--- config.mk ---
export PLATFORM = sky130hd
export DESIGN_NAME = muldiv_hilo_unit
export DESIGN_NICKNAME = d
export VERILOG_FILES = /design/src/rtl/muldiv_hilo_unit.sv
export SDC_FILE = /design/constraint.sdc
export NUM_CORES = 1
export LEC_CHECK = 0
export CAP_MARGIN = 20
export CORE_MARGIN = 8
export CORE_UTILIZATION = 32
export CTS_CLUSTER_SIZE = 10
export DETAILED_ROUTE_END_ITERATION = 10
export HOLD_SLACK_MARGIN = 0.08
export PLACE_DENSITY_LB_ADDON = 0.2
export SYNTH_ARGS = -nofsm -noshare
export SYNTH_HDL_FRONTEND = slang
export SYNTH_SLANG_ARGS = --single-unit
--- constraint.sdc ---
create_clock -name clk -period 4.1 [get_ports clk]
set_clock_uncertainty 0.1 [all_clocks]
set_input_delay 0.41 -clock clk [delete_from_list [all_inputs] [get_ports clk]]
set_output_delay 0.41 -clock clk [all_outputs]
set_load 0.005 [all_outputs]
--- src/rtl/muldiv_hilo_unit.sv ---
// Multicycle MULT/MULTU/DIV/DIVU unit with architectural HI/LO registers and MT/MF moves.
// Optional MULDIV_FAST_MUL_EN: single-cycle combinational multiply; divide stays iterative.
module muldiv_hilo_unit #(
   parameter int WIDTH = 32
) (
   input  logic             clk,
   input  logic             rst_n,
   input  logic             start,
   input  logic             mul0_div1_sel,
   input  logic             is_unsigned,
   input  logic             hilo_mov_op,
   input  logic             hi0_lo1_sel,
   input  logic             mt_sel,
   input  logic [WIDTH-1:0] rs_val,
   input  logic [WIDTH-1:0] rt_val,
   output logic             busy,
   output logic             stall,
   output logic             done,
   output logic [WIDTH-1:0] hilo_rd
);

   localparam int CNT_W = $clog2(WIDTH) + 1;

   typedef enum logic [1:0] {
      S_IDLE = 2'd0,
      S_MUL  = 2'd1,
      S_DIV  = 2'd2,
      S_FIX  = 2'd3
   } state_t;

   state_t             state, state_nxt;
   logic [CNT_W-1:0]   count;
   logic [2*WIDTH-1:0] acc;
   logic [WIDTH-1:0]   opnd;
   logic [WIDTH-1:0]   rs_raw;
   logic [WIDTH-1:0]   hi, lo;
   logic               is_div, neg_q, neg_r, div_zero, done_q;

   logic               rs_neg, rt_neg, last_iter, div_ok;
   logic [WIDTH-1:0]   rs_mag, rt_mag, quo, rem;
   logic [WIDTH:0]     div_shift, div_diff;
   logic [2*WIDTH-1:0] prod;

   assign rs_neg    = !is_unsigned && rs_val[WIDTH-1];
   assign rt_neg    = !is_unsigned && rt_val[WIDTH-1];
   assign rs_mag    = rs_neg ? -rs_val : rs_val;
   assign rt_mag    = rt_neg ? -rt_val : rt_val;
   assign last_iter = (count == CNT_W'(WIDTH - 1));

   // Restoring step: acc holds {partial remainder, dividend bits still to shift in / quotient}.
   assign div_shift = acc[2*WIDTH-1:WIDTH-1];
   assign div_diff  = div_shift - {1'b0, opnd};
   assign div_ok    = !div_diff[WIDTH];

   assign quo  = acc[WIDTH-1:0];
   assign rem  = acc[2*WIDTH-1:WIDTH];
   assign prod = neg_q ? -acc : acc;

`ifndef MULDIV_FAST_MUL_EN
   // Shift-add step: acc holds {partial product high half, remaining multiplier bits}.
   logic [WIDTH:0] mul_sum;
   assign mul_sum = {1'b0, acc[2*WIDTH-1:WIDTH]} + (acc[0] ? {1'b0, opnd} : '0);
`endif

   always_ff @(posedge clk or negedge rst_n) begin
      if (!rst_n) state <= S_IDLE;
      else        state <= state_nxt;
   end

   always_comb begin
      state_nxt = state;
      case (state)
         S_IDLE: begin
            if (start) begin
`ifdef MULDIV_FAST_MUL_EN
               state_nxt = mul0_div1_sel ? S_DIV : S_FIX;
`else
               state_nxt = mul0_div1_sel ? S_DIV : S_MUL;
`endif
            end
         end
         S_MUL, S_DIV: if (last_iter) state_nxt = S_FIX;
         S_FIX:        state_nxt = S_IDLE;
         default:      state_nxt = S_IDLE;
      endcase
   end

   always_ff @(posedge clk or negedge rst_n) begin
      if (!rst_n) begin
         count    <= '0;
         acc      <= '0;
         opnd     <= '0;
         rs_raw   <= '0;
         hi       <= '0;
         lo       <= '0;
         is_div   <= 1'b0;
         neg_q    <= 1'b0;
         neg_r    <= 1'b0;
         div_zero <= 1'b0;
         done_q   <= 1'b0;
      end else begin
         done_q <= 1'b0;
         case (state)
            S_IDLE: begin
               if (start) begin
                  count    <= '0;
                  is_div   <= mul0_div1_sel;
                  neg_q    <= rs_neg ^ rt_neg;
                  neg_r    <= rs_neg;
                  div_zero <= (rt_val == '0);
                  rs_raw   <= rs_val;
                  if (mul0_div1_sel) begin
                     opnd <= rt_mag;
                     acc  <= {{WIDTH{1'b0}}, rs_mag};
                  end else begin
                     opnd <= rs_mag;
`ifdef MULDIV_FAST_MUL_EN
                     acc  <= {{WIDTH{1'b0}}, rs_mag} * {{WIDTH{1'b0}}, rt_mag};
`else
                     acc  <= {{WIDTH{1'b0}}, rt_mag};
`endif
                  end
               end else if (hilo_mov_op && mt_sel) begin
                  // Illegal start+move decode lands in the branch above, dropping the write.
                  if (hi0_lo1_sel) lo <= rs_val;
                  else             hi <= rs_val;
               end
            end
`ifndef MULDIV_FAST_MUL_EN
            S_MUL: begin
               acc   <= {mul_sum, acc[WIDTH-1:1]};
               count <= count + 1'b1;
            end
`endif
            S_DIV: begin
               acc   <= {(div_ok ? div_diff[WIDTH-1:0] : div_shift[WIDTH-1:0]),
                         acc[WIDTH-2:0], div_ok};
               count <= count + 1'b1;
            end
            S_FIX: begin
               done_q <= 1'b1;
               if (!is_div) begin
                  {hi, lo} <= prod;
               end else if (div_zero) begin
                  hi <= rs_raw;
                  lo <= '1;
               end else begin
                  lo <= neg_q ? -quo : quo;
                  hi <= neg_r ? -rem : rem;
               end
            end
            default: ;
         endcase
      end
   end

   assign busy    = (state != S_IDLE);
   assign stall   = busy && (start || hilo_mov_op);
   assign done    = done_q;
   assign hilo_rd = hi0_lo1_sel ? lo : hi;

endmodule

==> flow_summary_export.csv, run 1 <==
group,metric,value,unit
cts,clkTransAtPathRegs,0.06,ns
floorplanning,core-area,54700,sq um
logic_synthesis,avgSynthCellArea,7.79,sq um
sta,setup_viol,0,
grt,grtUsageTotal,0.227,
grt,grt_max_degree,104,
floorplanning,ios,107,
cts,cts.root.buffer_cell,"clkbuf_16",
cells_and_area,design_area,20700,sq um
cts,ctsHtreeMaxLevel,1,
status,status,"finished, final reports clean",
worst_setup_path,critPathCaptureType,"flop",
worst_setup_path,path_max_fanout,7,
sta,fin_setup_tns,0,ns
logic_synthesis,yosys.area.top_type_share,0.292,
place,gp_congestion,1.00,
worst_setup_path,arrival,4.16,ns
cells_and_area,final_common_cell,"nand2_1",
logic_synthesis,synth_area_leaders,"dfrtp_1 (29%), a21oi_1 (6.5%), o21ai_0 (6.5%), ha_1 (5.2%), nand2_1 (4.9%)",
logic_synthesis,yosysTopAreaCell,"dfrtp_1",
logic_synthesis,yosys_warnings,0,
hold_path,hold_path_class,"primary input to asynchronous set/reset pin",
logic_synthesis,ys_seq_area_frac,0.292,
worst_setup_path,worstPathRequired,4.43,ns
worst_setup_path,worstSetupPathType,"flop to flop",
cells_and_area,nNetsFinal,2486,
pwr,p_leak,8.68,nW
job,drv_cap,0,
logic_synthesis,yosys.cell_types.count,76,
drt,drt_pass1_iterations,5,
pwr,ir_drop,397,uV
place,io_buffers,106,
drt,vias,17800,
sta,period_share,0.933,
grt,gr-total-overflow,0,
sta,finalHoldViolations,0,
sta,min_period,3.83,ns
grt,antenna_found_initial,1,
floorplanning,die_h,250,um
logic_synthesis,async_flop_share,1.00,
logic_synthesis,synth-seq-cells,205,
cts,numCtsBuffers,27,
sta,drv_slew,0,
floorplanning,rows,86,
cells_and_area,drive_above_1_share,0.109,
logic_synthesis,ys.flop_type,"dfrtp_1",
floorplanning,start_util,0.321,
drt,wire_per_inst,24.1,um
drt,drt_iter0_drc,1562,
drt,wirelength,73700,um
grt,grt_pass1_wl,110000,um
cts,cts.sinks,205,
cts,clock_latency,0.57,ns
logic_synthesis,synth_cells,2257,
sta,max_slew_margin,0.262,
floorplanning,die_x,250,um
cells_and_area,final_cell_mix,"nand2_1 (229), a21oi_1 (226), nor2_1 (225), o21ai_0 (225), dfrtp_1 (205)",
floorplanning,dieArea,62700,sq um
logic_synthesis,synth-edff-count,0,
place,placed_cell_area,19800,sq um
drt,postRouteAntennaNets,0,
drt,via_per_inst,5.81,
sta,fmax,261,MHz
pwr,power_density,903,nW/um^2
sta,rsz0062_at_grt,"no",
cts,post_cts_buffers,0,
sta,tightest_slew,1.11,ns
logic_synthesis,synth_area,17600,sq um
logic_synthesis,syn_nets,2404,
cts,clock_path_buffers,3,
grt,grt_pass1_vias,17200,
cts,cts_tree,"done",
drt,drc,0,
worst_setup_path,crit_path_start_kind,"flop",
cells_and_area,syn2layout_area_growth,17.7,%
place,dpl.hpwl,57000,um
-- cells by family (layout without fill, tap and decap cells) --
family,Yosys count,count (layout),share of synthesized area
AO/OA/AOI/OAI,776,776,0.271
XOR/XNOR,157,157,0.0782
adder cells (fa/ha/maj),75,75,0.0543
buffers and inverters,227,326,0.0491
flip-flops,205,205,0.292
multiplexers,122,122,0.0748
other,0,1,0
AND/OR/NAND/NOR,695,695,0.181
-- layout make-up --
cell class | instances | area (sq um)
repair buffers | 217 | 1930
multi-input cells | 1825 | 11600
inverters | 63 | 236
well taps | 704 | 881
clock buffers | 40 | 774
flip-flops and latches | 205 | 5130
clock inverters | 6 | 83.8
fillers | 5702 | 34000
diodes | 1 | 2.50
-- cell usage after synthesis (17+ instances only) --
cell / count
nor3_1: 45
nand3_1: 38
or3_1: 21
a21oi_1: 228
ha_1: 73
mux2_2: 74
dfrtp_1: 205
xor2_1: 60
mux2i_1: 48
o22ai_1: 44
inv_1: 62
a21o_1: 39
a22oi_1: 55
o21ai_0: 228
xnor2_1: 97
o31ai_1: 21
clkbuf_1: 143
nor2_1: 226
o211ai_1: 18
nor4_1: 17
nand2_1: 230
nand2b_1: 28
-- routing by layer --
metal | global-route usage | part of all wire
met1 | 0.295 | 0.43
met2 | 0.379 | 0.47
met3 | 0.0237 | 0.049
met4 | 0.0969 | 0.051
met5 | 0 | 0.00018
-- sequential cells by signal, summed over array words and instances, names as in the netlist, 2 cells and up --
name    cells
acc        64
count       6
hi         32
lo         32
opnd       32
rs_raw     32
state       2
-- report_power, final --
group | internal (W) | leakage [nW] | total [W] | switching [W]
registers | 0.00300 | 2.52 | 0.00390 | 0.000902
logic | 0.00472 | 5.73 | 0.0124 | 0.00768
clock network | 0.00142 | 0.423 | 0.00237 | 0.000954
total | 0.00914 | 8.68 | 0.0187 | 0.00954
-- per-stage QoR --
step / setup slack (ns) / cells / util / power [W] / hold slack [ns]
6_report: 0.275 / 3061 / 0.378 / 0.0187 / 0.336
2_1_floorplan: 0.540 / 2257 / - / 0.0118 / 0.0144
3_5_place_dp: 0.165 / 3013 / 0.362 / 0.0161 / 0.366
5_1_grt: 0.0735 / 3060 / 0.378 / 0.0200 / 0.385
3_3_place_gp: 0.191 / 3013 / 0.362 / 0.0160 / 0.359
4_1_cts: 0.0999 / 3060 / 0.378 / 0.0185 / 0.378
-- critical path, cell delays in order (launching register included) --
cell,delay [ns]
dfrtp_1,0.43
inv_1,0.26
nor2_1,0.11
ha_1,0.36
a2111oi_0,0.56
o21a_1,0.23
o21ai_0,0.17
a32oi_1,0.31
o211ai_1,0.16
a41oi_1,0.39
o21ai_0,0.25
a31oi_1,0.24
o21ai_0,0.11
-- timing repair --
action                     in CTS  in global routing
gates resized for setup         0                  6
hold buffers                    1                  0
hold endpoints to repair       87                  0
setup endpoints to repair       0                  4
-- worst paths after layout --
path	from	end	slack [ns]	depth (start not counted)
worst max-delay path	acc[0]	acc[63]	0.27	12
worst min-delay path	rst_n	hi[26]	0.34	2
worst max register to register	acc[0]	acc[63]	0.27	12
worst min register to register	lo[17]	lo[17]	0.38	2
max in group asynchronous	rst_n	opnd[27]	2.48	3
min in group clk	lo[17]	lo[17]	0.38	2
Power figures use the tool's default switching activity.
==> inputs of run 2 (changes only) <==
Settings changed: CTS_CLUSTER_DIAMETER set to 80.
==> run 2 against run 1 <==
Net effect: global-route usage is essentially flat; utilization fell by 0.062 points; hold slack improved by 0.038 ns; critical path type unchanged; critical endpoint is now acc[62].
==> flow_summary_export.csv, run 2 (synthesis gave the netlist of run 1 again) <==
group,metric,value,unit
drt,wirelength,73500,um
cells_and_area,nNetsFinal,2485,
sta,rsz0062_at_grt,"no",
sta,max_slew_margin,0.272,
place,placed_cell_area,19800,sq um
pwr,power_density,904,nW/um^2
pwr,p_leak,8.66,nW
worst_setup_path,slowest_delay,0.43,ns
sta,worst_hold_slack,0.374,ns
sta,fin_setup_tns,0,ns
drt,drc,0,
sta,fmax,260,MHz
worst_setup_path,r2r_slack,0.26,ns
grt,antenna_found_initial,0,
cts,ctsHtreeMaxLevel,1,
grt,grt_pass1_wl,110000,um
place,place_ws,0.165,ns
sta,finalHoldViolations,0,
worst_setup_path,crit_path_start_kind,"flop",
worst_setup_path,r2r_cells,13,
cts,clock_latency,0.56,ns
worst_setup_path,arrival,4.16,ns
grt,gr-total-overflow,0,
hold_path,hold_path_class,"flop to flop",
worst_setup_path,critPathCaptureType,"flop",
cells_and_area,fin_cells,3048,
worst_setup_path,cp_top_family,"compound AO/OA/AOI/OAI gates",
place,dpl.hpwl,57000,um
grt,grtUsageTotal,0.226,
floorplanning,ios,107,
worst_setup_path,rr_endpoint,"acc[62]",
worst_setup_path,crit_path_end,"acc[62]",
place,io_buffers,106,
worst_setup_path,worstSetupPathType,"flop to flop",
sta,drv_slew,0,
cts,cts.sinks,205,
floorplanning,rows,86,
place,gp_congestion,1.00,
drt,wire_per_inst,24.1,um
floorplanning,dieArea,62700,sq um
cts,clkTransAtPathRegs,0.06,ns
cells_and_area,syn2layout_area_growth,17.5,%
cells_and_area,design_area,20600,sq um
floorplanning,die_h,250,um
sta,period_share,0.937,
worst_setup_path,crit_chain,"inv_1 > buf_12 > nor2_1 > ha_1 > a21oi_1 > o21ai_1 > a211oi_2 > o31a_1 > o31a_1 > o31a_1 > o311ai_1 > mux2i_1 > o211ai_1",
drt,drt_pass1_iterations,6,
cells_and_area,largest_register_ffs,64,
worst_setup_path,path_max_fanout,27,
cts,cts.root.buffer_cell,"clkbuf_16",
floorplanning,start_util,0.321,
drt,drt_iter0_drc,1474,
worst_setup_path,critPathMostFrequentCell,"o31a_1",
pwr,ir_drop,413,uV
worst_setup_path,cp_num_cells,13,
sta,setup_ws,0.260,ns
cells_and_area,largest_register,"acc",
sta,tightest_slew,1.09,ns
drt,vias,17800,
worst_setup_path,cpMaxStageDelayCell,"dfrtp_1",
worst_setup_path,worstPathRequired,4.42,ns
status,status,"finished, final reports clean",
cts,numCtsBuffers,26,
grt,grt_max_degree,104,
cells_and_area,final_cell_mix,"nand2_1 (229), a21oi_1 (226), nor2_1 (225), o21ai_0 (225), dfrtp_1 (205)",
grt,grt_pass1_vias,17100,
drt,postRouteAntennaNets,0,
cells_and_area,final_common_cell,"nand2_1",
job,drv_cap,0,
sta,min_period,3.84,ns
floorplanning,core-area,54700,sq um
drt,via_per_inst,5.83,
worst_setup_path,timing.rr.start,"acc[0]",
sta,setup_viol,0,
worst_setup_path,critPathLaunch,"acc[0]",
cts,clock_path_buffers,3,
worst_setup_path,path_buf_inv,2,
place,dp.cells,3013,
floorplanning,die_x,250,um
cells_and_area,drive_above_1_share,0.107,
cts,post_cts_buffers,0,
cts,cts_tree,"done",
==> run 2: worst min-delay path by stage <==
| stage | cells past startpoint | from | endpoint |
|---|---|---|---|
| 2_1_floorplan | 0 | rst_n | acc[0] |
| 6_report | 2 | lo[5] | lo[5] |
| 4_1_cts | 2 | lo[17] | lo[17] |
| 3_3_place_gp | 1 | hi[18] | hi[18] |
| 3_5_place_dp | 2 | lo[17] | lo[17] |
| 5_1_grt | 2 | lo[17] | lo[17] |
==> run 2: worst min-delay path: stages, from the launching register on <==
cell and delay, ns:
dfrtp_1 0.34, nand2_1 0.04, o21ai_0 0.06
==> run 2: per-layer routing <==
| metal | track usage | wire length (um) | up-vias |
|---|---|---|---|
| met5 | 0 | 0 | - |
| met4 | 0.0871 | 3350 | 0 |
| met3 | 0.0229 | 3590 | 133 |
| met2 | 0.383 | 35300 | 586 |
| met1 | 0.296 | 31300 | 8699 |
| li1 | - | - | 8337 |
==> run 2: layout make-up <==
| type | instances | area (sq um) |
|---|---|---|
| multi-input combinational | 1825 | 11600 |
| clock inverter | 7 | 174 |
| clock buffer | 26 | 651 |
| sequential | 205 | 5130 |
| antenna | 1 | 2.50 |
| tap | 704 | 881 |
| timing repair buffer | 217 | 1930 |
| inverter | 63 | 236 |
| fill | 5692 | 34000 |
==> run 2: what timing repair did <==
action                     in CTS  in global routing
hold endpoints to repair       87                  0
hold buffers                    1                  0
setup endpoints to repair       0                  4
gates resized for setup         0                  6
==> run 2: stage by stage <==
stage	util	power, W
after floorplan	-	0.0118
after global placement	0.362	0.0160
after detailed placement	0.362	0.0161
after CTS	0.377	0.0185
after global routing	0.378	0.0200
final	0.378	0.0187
==> run 2: power breakdown <==
part | internal [W] | switching [W] | total [W]
logic | 0.00472 | 0.00766 | 0.0124
registers | 0.00300 | 0.000896 | 0.00389
clock network | 0.00144 | 0.000934 | 0.00237
==> inputs of run 3 (changes only) <==
Settings changed: SKIP_LAST_GASP set to 1.
==> run 3 against run 2 <==
Net effect: largest cell class unchanged; critical endpoint unchanged; die area unchanged; register-to-register slack worse by 0.12 ns; highest routed layer unchanged; global-route usage stayed put; worst setup slack worse by 0.12 ns.
==> flow_summary_export.csv, run 3 (synthesis gave the netlist of run 1 again) <==
group,metric,value,unit
floorplanning,dieArea,62700,sq um
floorplanning,rows,86,
cells_and_area,final.fill_count,5692,
worst_setup_path,critPathMostFrequentCell,"o31a_1",
pwr,switching_share,0.509,
sta,tightest_slew,1.09,ns
drt,postRouteAntennaNets,0,
cells_and_area,final_cell_mix,"nand2_1 (229), o21ai_0 (227), a21oi_1 (226)",
pwr,seqPwrFrac,0.209,
cells_and_area,drive_above_1_share,0.107,
pwr,intPower,0.00916,W
drt,drc,0,
sta,rsz0062_at_grt,"yes",
sta,setup_viol,0,
cells_and_area,largest_register,"acc",
worst_setup_path,critPathLaunch,"acc[0]",
cts,cts.sinks,205,
sta,worst_hold_slack,0.374,ns
pwr,p_switching,0.00949,W
drt,wirelength,73500,um
worst_setup_path,worstSetupPathType,"flop to flop",
grt,grt_pass1_wl,110000,um
cts,clock_latency,0.56,ns
cts,cts.root.buffer_cell,"clkbuf_16",
worst_setup_path,path_max_fanout,27,
floorplanning,ios,107,
place,place_ws,0.165,ns
sta,fin_setup_tns,0,ns
cts,clkTransAtPathRegs,0.06,ns
grt,grt_pass1_vias,17100,
drt,via_per_inst,5.82,
cells_and_area,final_common_cell,"nand2_1",
pwr,pwr-share-clk,0.127,
worst_setup_path,arrival,4.28,ns
place,dpl.hpwl,57000,um
hold_path,worstHoldStart,"lo[5]",
pwr,ir_drop,413,uV
grt,antenna_found_initial,0,
cells_and_area,syn2layout_area_growth,17.5,%
sta,fmax,252,MHz
worst_setup_path,cp_top_family,"compound AO/OA/AOI/OAI gates",
hold_path,hold_path_class,"flop to flop",
worst_setup_path,cpMaxStageDelayCell,"dfrtp_1",
drt,drt_iter0_drc,1474,
grt,grt_max_degree,104,
place,gp_congestion,1.00,
pwr,power_density,903,nW/um^2
worst_setup_path,worstPathRequired,4.42,ns
worst_setup_path,cp_num_cells,13,
worst_setup_path,crit_path_start_kind,"flop",
worst_setup_path,timing.rr.start,"acc[0]",
pwr,pwr-share-comb,0.664,
sta,finalHoldViolations,0,
status,status,"finished, final reports clean",
worst_setup_path,slowest_delay,0.43,ns
cells_and_area,largest_register_ffs,64,
pwr,p_leak,8.66,nW
place,io_buffers,106,
drt,vias,17700,
cts,numCtsBuffers,26,
job,drv_cap,0,
grt,grtUsageTotal,0.226,
hold_path,min_path_cells,2,
floorplanning,die_x,250,um
cts,cts_tree,"done",
cells_and_area,nNetsFinal,2485,
grt,gr-total-overflow,0,
worst_setup_path,path_buf_inv,2,
cts,ctsHtreeMaxLevel,1,
sta,max_slew_margin,0.273,
drt,drt_pass1_iterations,5,
floorplanning,core-area,54700,sq um
worst_setup_path,r2r_cells,13,
worst_setup_path,crit_chain,"inv_1 > buf_12 > nor2_1 > ha_1 > a21oi_1 > o21ai_0 > a211oi_2 > o31a_1 > o31a_1 > o31a_1 > o311ai_1 > mux2i_1 > o211ai_1",
sta,drv_slew,0,
floorplanning,die_h,250,um
floorplanning,start_util,0.321,
sta,setup_ws,0.135,ns
drt,wire_per_inst,24.1,um
sta,min_period,3.97,ns
worst_setup_path,critPathCaptureType,"flop",
cts,clock_path_buffers,3,
sta,period_share,0.967,
==> run 3: area by class of cell <==
class,instances,area (sq um),share of cell area
diodes,1,2.50,0.000121
clock buffers,26,651,0.0315
clock inverters,7,174,0.00842
inverters,63,236,0.0115
multi-input cells,1825,11600,0.564
flip-flops and latches,205,5130,0.248
well taps,704,881,0.0427
repair buffers,217,1930,0.0936
==> run 3: worst min-delay path, cell delays in order, from the launching register on <==
cell     delay [ns]
dfrtp_1        0.34
nand2_1        0.04
o21ai_0        0.06
==> run 3: per-stage QoR <==
stage               power, W   util  instance area, sq um  cells
detailed placement    0.0161  0.362                 19800   3013
CTS                   0.0185  0.377                 20600   3047
global placement      0.0160  0.362                 19800   3013
floorplan             0.0118      -                 17600   2257
finish                0.0187  0.378                 20600   3048
global route          0.0200  0.378                 20600   3047
==> run 3: repair_timing <==
action,in CTS,in global routing
resized for setup,0,4
endpoints found under the setup margin,0,4
endpoints found under the hold margin,87,0
hold buffers,1,0
setup buffers,0,0
==> run 3: worst paths after layout <==
| check | end | slack (ns) |
|---|---|---|
| worst max-delay path | acc[62] | 0.13 |
| worst min-delay path | lo[5] | 0.37 |
| worst max register to register | acc[62] | 0.13 |
| worst min register to register | lo[5] | 0.37 |
| max in group asynchronous | opnd[27] | 2.48 |
| min in group asynchronous | hi[26] | 0.38 |
==> run 3: power groups by stage <==
stage | Combinational [W] | Sequential [W] | Clock [W]
after CTS | 0.0122 | 0.00388 | 0.00241
final | 0.0124 | 0.00390 | 0.00237
after global routing | 0.0135 | 0.00401 | 0.00248
after detailed placement | 0.0122 | 0.00391 | 0
after global placement | 0.0121 | 0.00389 | 0
after floorplan | 0.00825 | 0.00353 | 0
==> run 3: per-layer routing <==
metal	up-vias	track usage	wire length [um]
met5	-	0	0
met4	0	0.0871	3350
met3	131	0.0229	3580
met2	593	0.383	35300
met1	8686	0.296	31300
li1	8334	-	-
==> variant, RTL diff (settings of run 1) <==
Make the reset (`rst_n`) synchronous in 2 clocked blocks.
--- a/src/rtl/muldiv_hilo_unit.sv
+++ b/src/rtl/muldiv_hilo_unit.sv
@@ -63,5 +63,5 @@
 `endif
 
-   always_ff @(posedge clk or negedge rst_n) begin
+   always_ff @(posedge clk) begin
       if (!rst_n) state <= S_IDLE;
       else        state <= state_nxt;
@@ -86,5 +86,5 @@
    end
 
-   always_ff @(posedge clk or negedge rst_n) begin
+   always_ff @(posedge clk) begin
       if (!rst_n) begin
          count    <= '0;
Behaviour: differs if rst_n is asserted again (counterexample within 4 cycles, from zero or initial values and one cycle with rst_n low); with rst_n held inactive, the same outputs for 4 cycles.
==> variant against run 1 <==
Sequential cell count stayed put; synthesized area increased by 0.46%; setup slack improved by 0.080 ns; wire length increased by 13%; critical endpoint is now acc[61]$_SDFFE_PN0P_; design area shrank 0.29%; count of clock-buffer cells in the layout fell by 1.
Power is not compared: it rests on default switching activity, and its combinational part moved more than twofold at a synthesized area within 25%.
==> variant: results (changes against run 1) <==
- Status: finished clean
- Final non-filler cell total: 3198 (+4.5%)
- Post-synthesis sequential area ratio: 0.232 (-0.0594)
- CP arrival: 4.12 ns (-0.04 ns)
- Met1 GRT Util: 0.343 (+0.0481)
- Global Route met2 Usage: 0.401 (+0.0226)
- Worst Path Max Fanout: 11 (+4)
- Hold_sp: rst_n
- First-pass GRT wire length: 123 mm (+11%)
- Vias: 19.3k (+8.7%)
- Total GRT Usage: 0.253 (+0.0262)
- Vias in the first global route: 18.4k (+6.9%)
- Iteration-0 DRC Markers: 1860 (+19%)
- Delay-heaviest family, CP: simple AND/OR/NAND/NOR gates
- Initial DRT Pass Iterations: 6 (+1)
- Crit path to: acc[61]$_SDFFE_PN0P_
- Setup crit start: opnd[24]$_SDFFE_PN0P_
- Hold crit path type: primary input to flip-flop
- Max Clock Freq: 0.267 GHz (+2.1%)
- DR top layer: met4
- Cell leakage power: 7.82 nW
- Post-DP Area: 19700 sq um (-0.46%)
- WL met1: 36.5 mm (+15%)
- GRT met3 Usage: 0.0283 (+0.00456)
- R2r worst-path depth: 10 (-2)
- DR WL/cell: 26.1 um (+8.4%)
- Slowest stage cell, crit path: nor4_1
- Crit-path max cell delay: 0.63 ns (+0.07 ns)
- Routed wl met2: 37.0 mm (+6.9%)
- # diodes: 0 (-1)
- Worst Hold Slack: 0.289 ns (-0.0470 ns)
- Dpl hpwl: 63.4 mm (+11%)
- Cell variety after synth: 85 (+12%)
- FFs w/ async S/R, synth: 0 (-1.00)
- Reg2reg setup slack: 0.35 ns (+0.08 ns)
- Num CTS Buffers: 28 (+3.7%)
- Worst slack at placement: 0.0691 ns (-0.0959 ns)
- Largest cells by area after synthesis: dfxtp_1 23%, a21oi_1 7.8%, nand2_1 6.1%, ha_1 5.2%, xnor2_1 5.2%
variant: kinds of logic after synthesis:
| family | after synthesis | synth area share |
|---|---|---|
| AO/OA/AOI/OAI | 831 | 0.303 |
| flip-flops | 205 | 0.232 |
| AND/OR/NAND/NOR | 776 | 0.211 |
| multiplexers | 86 | 0.0513 |
| XOR/XNOR | 180 | 0.0893 |
| buffers and inverters | 269 | 0.0589 |
| adder cells (fa/ha/maj) | 75 | 0.0540 |
variant: worst min-delay path, stage by stage:
cell	delay, ns
buf_2	0.29
o21ai_0	0.16
a21oi_1	0.05
variant: area by class of cell:
type                            instances  area [sq um]
Inverter                               73           277
Clock buffer                           39           802
Timing Repair Buffer                  220          1920
Tap cell                              704           881
Sequential cell                       205          4110
Clock inverter                          9           109
Fill cell                            5767         34200
Multi-Input combinational cell       1948         12500
variant: power by group:
part | switching [mW] | internal (mW)
combinational | 3.12 | 1.55
clock | 1.05 | 1.48
sequential | 0.415 | 2.33
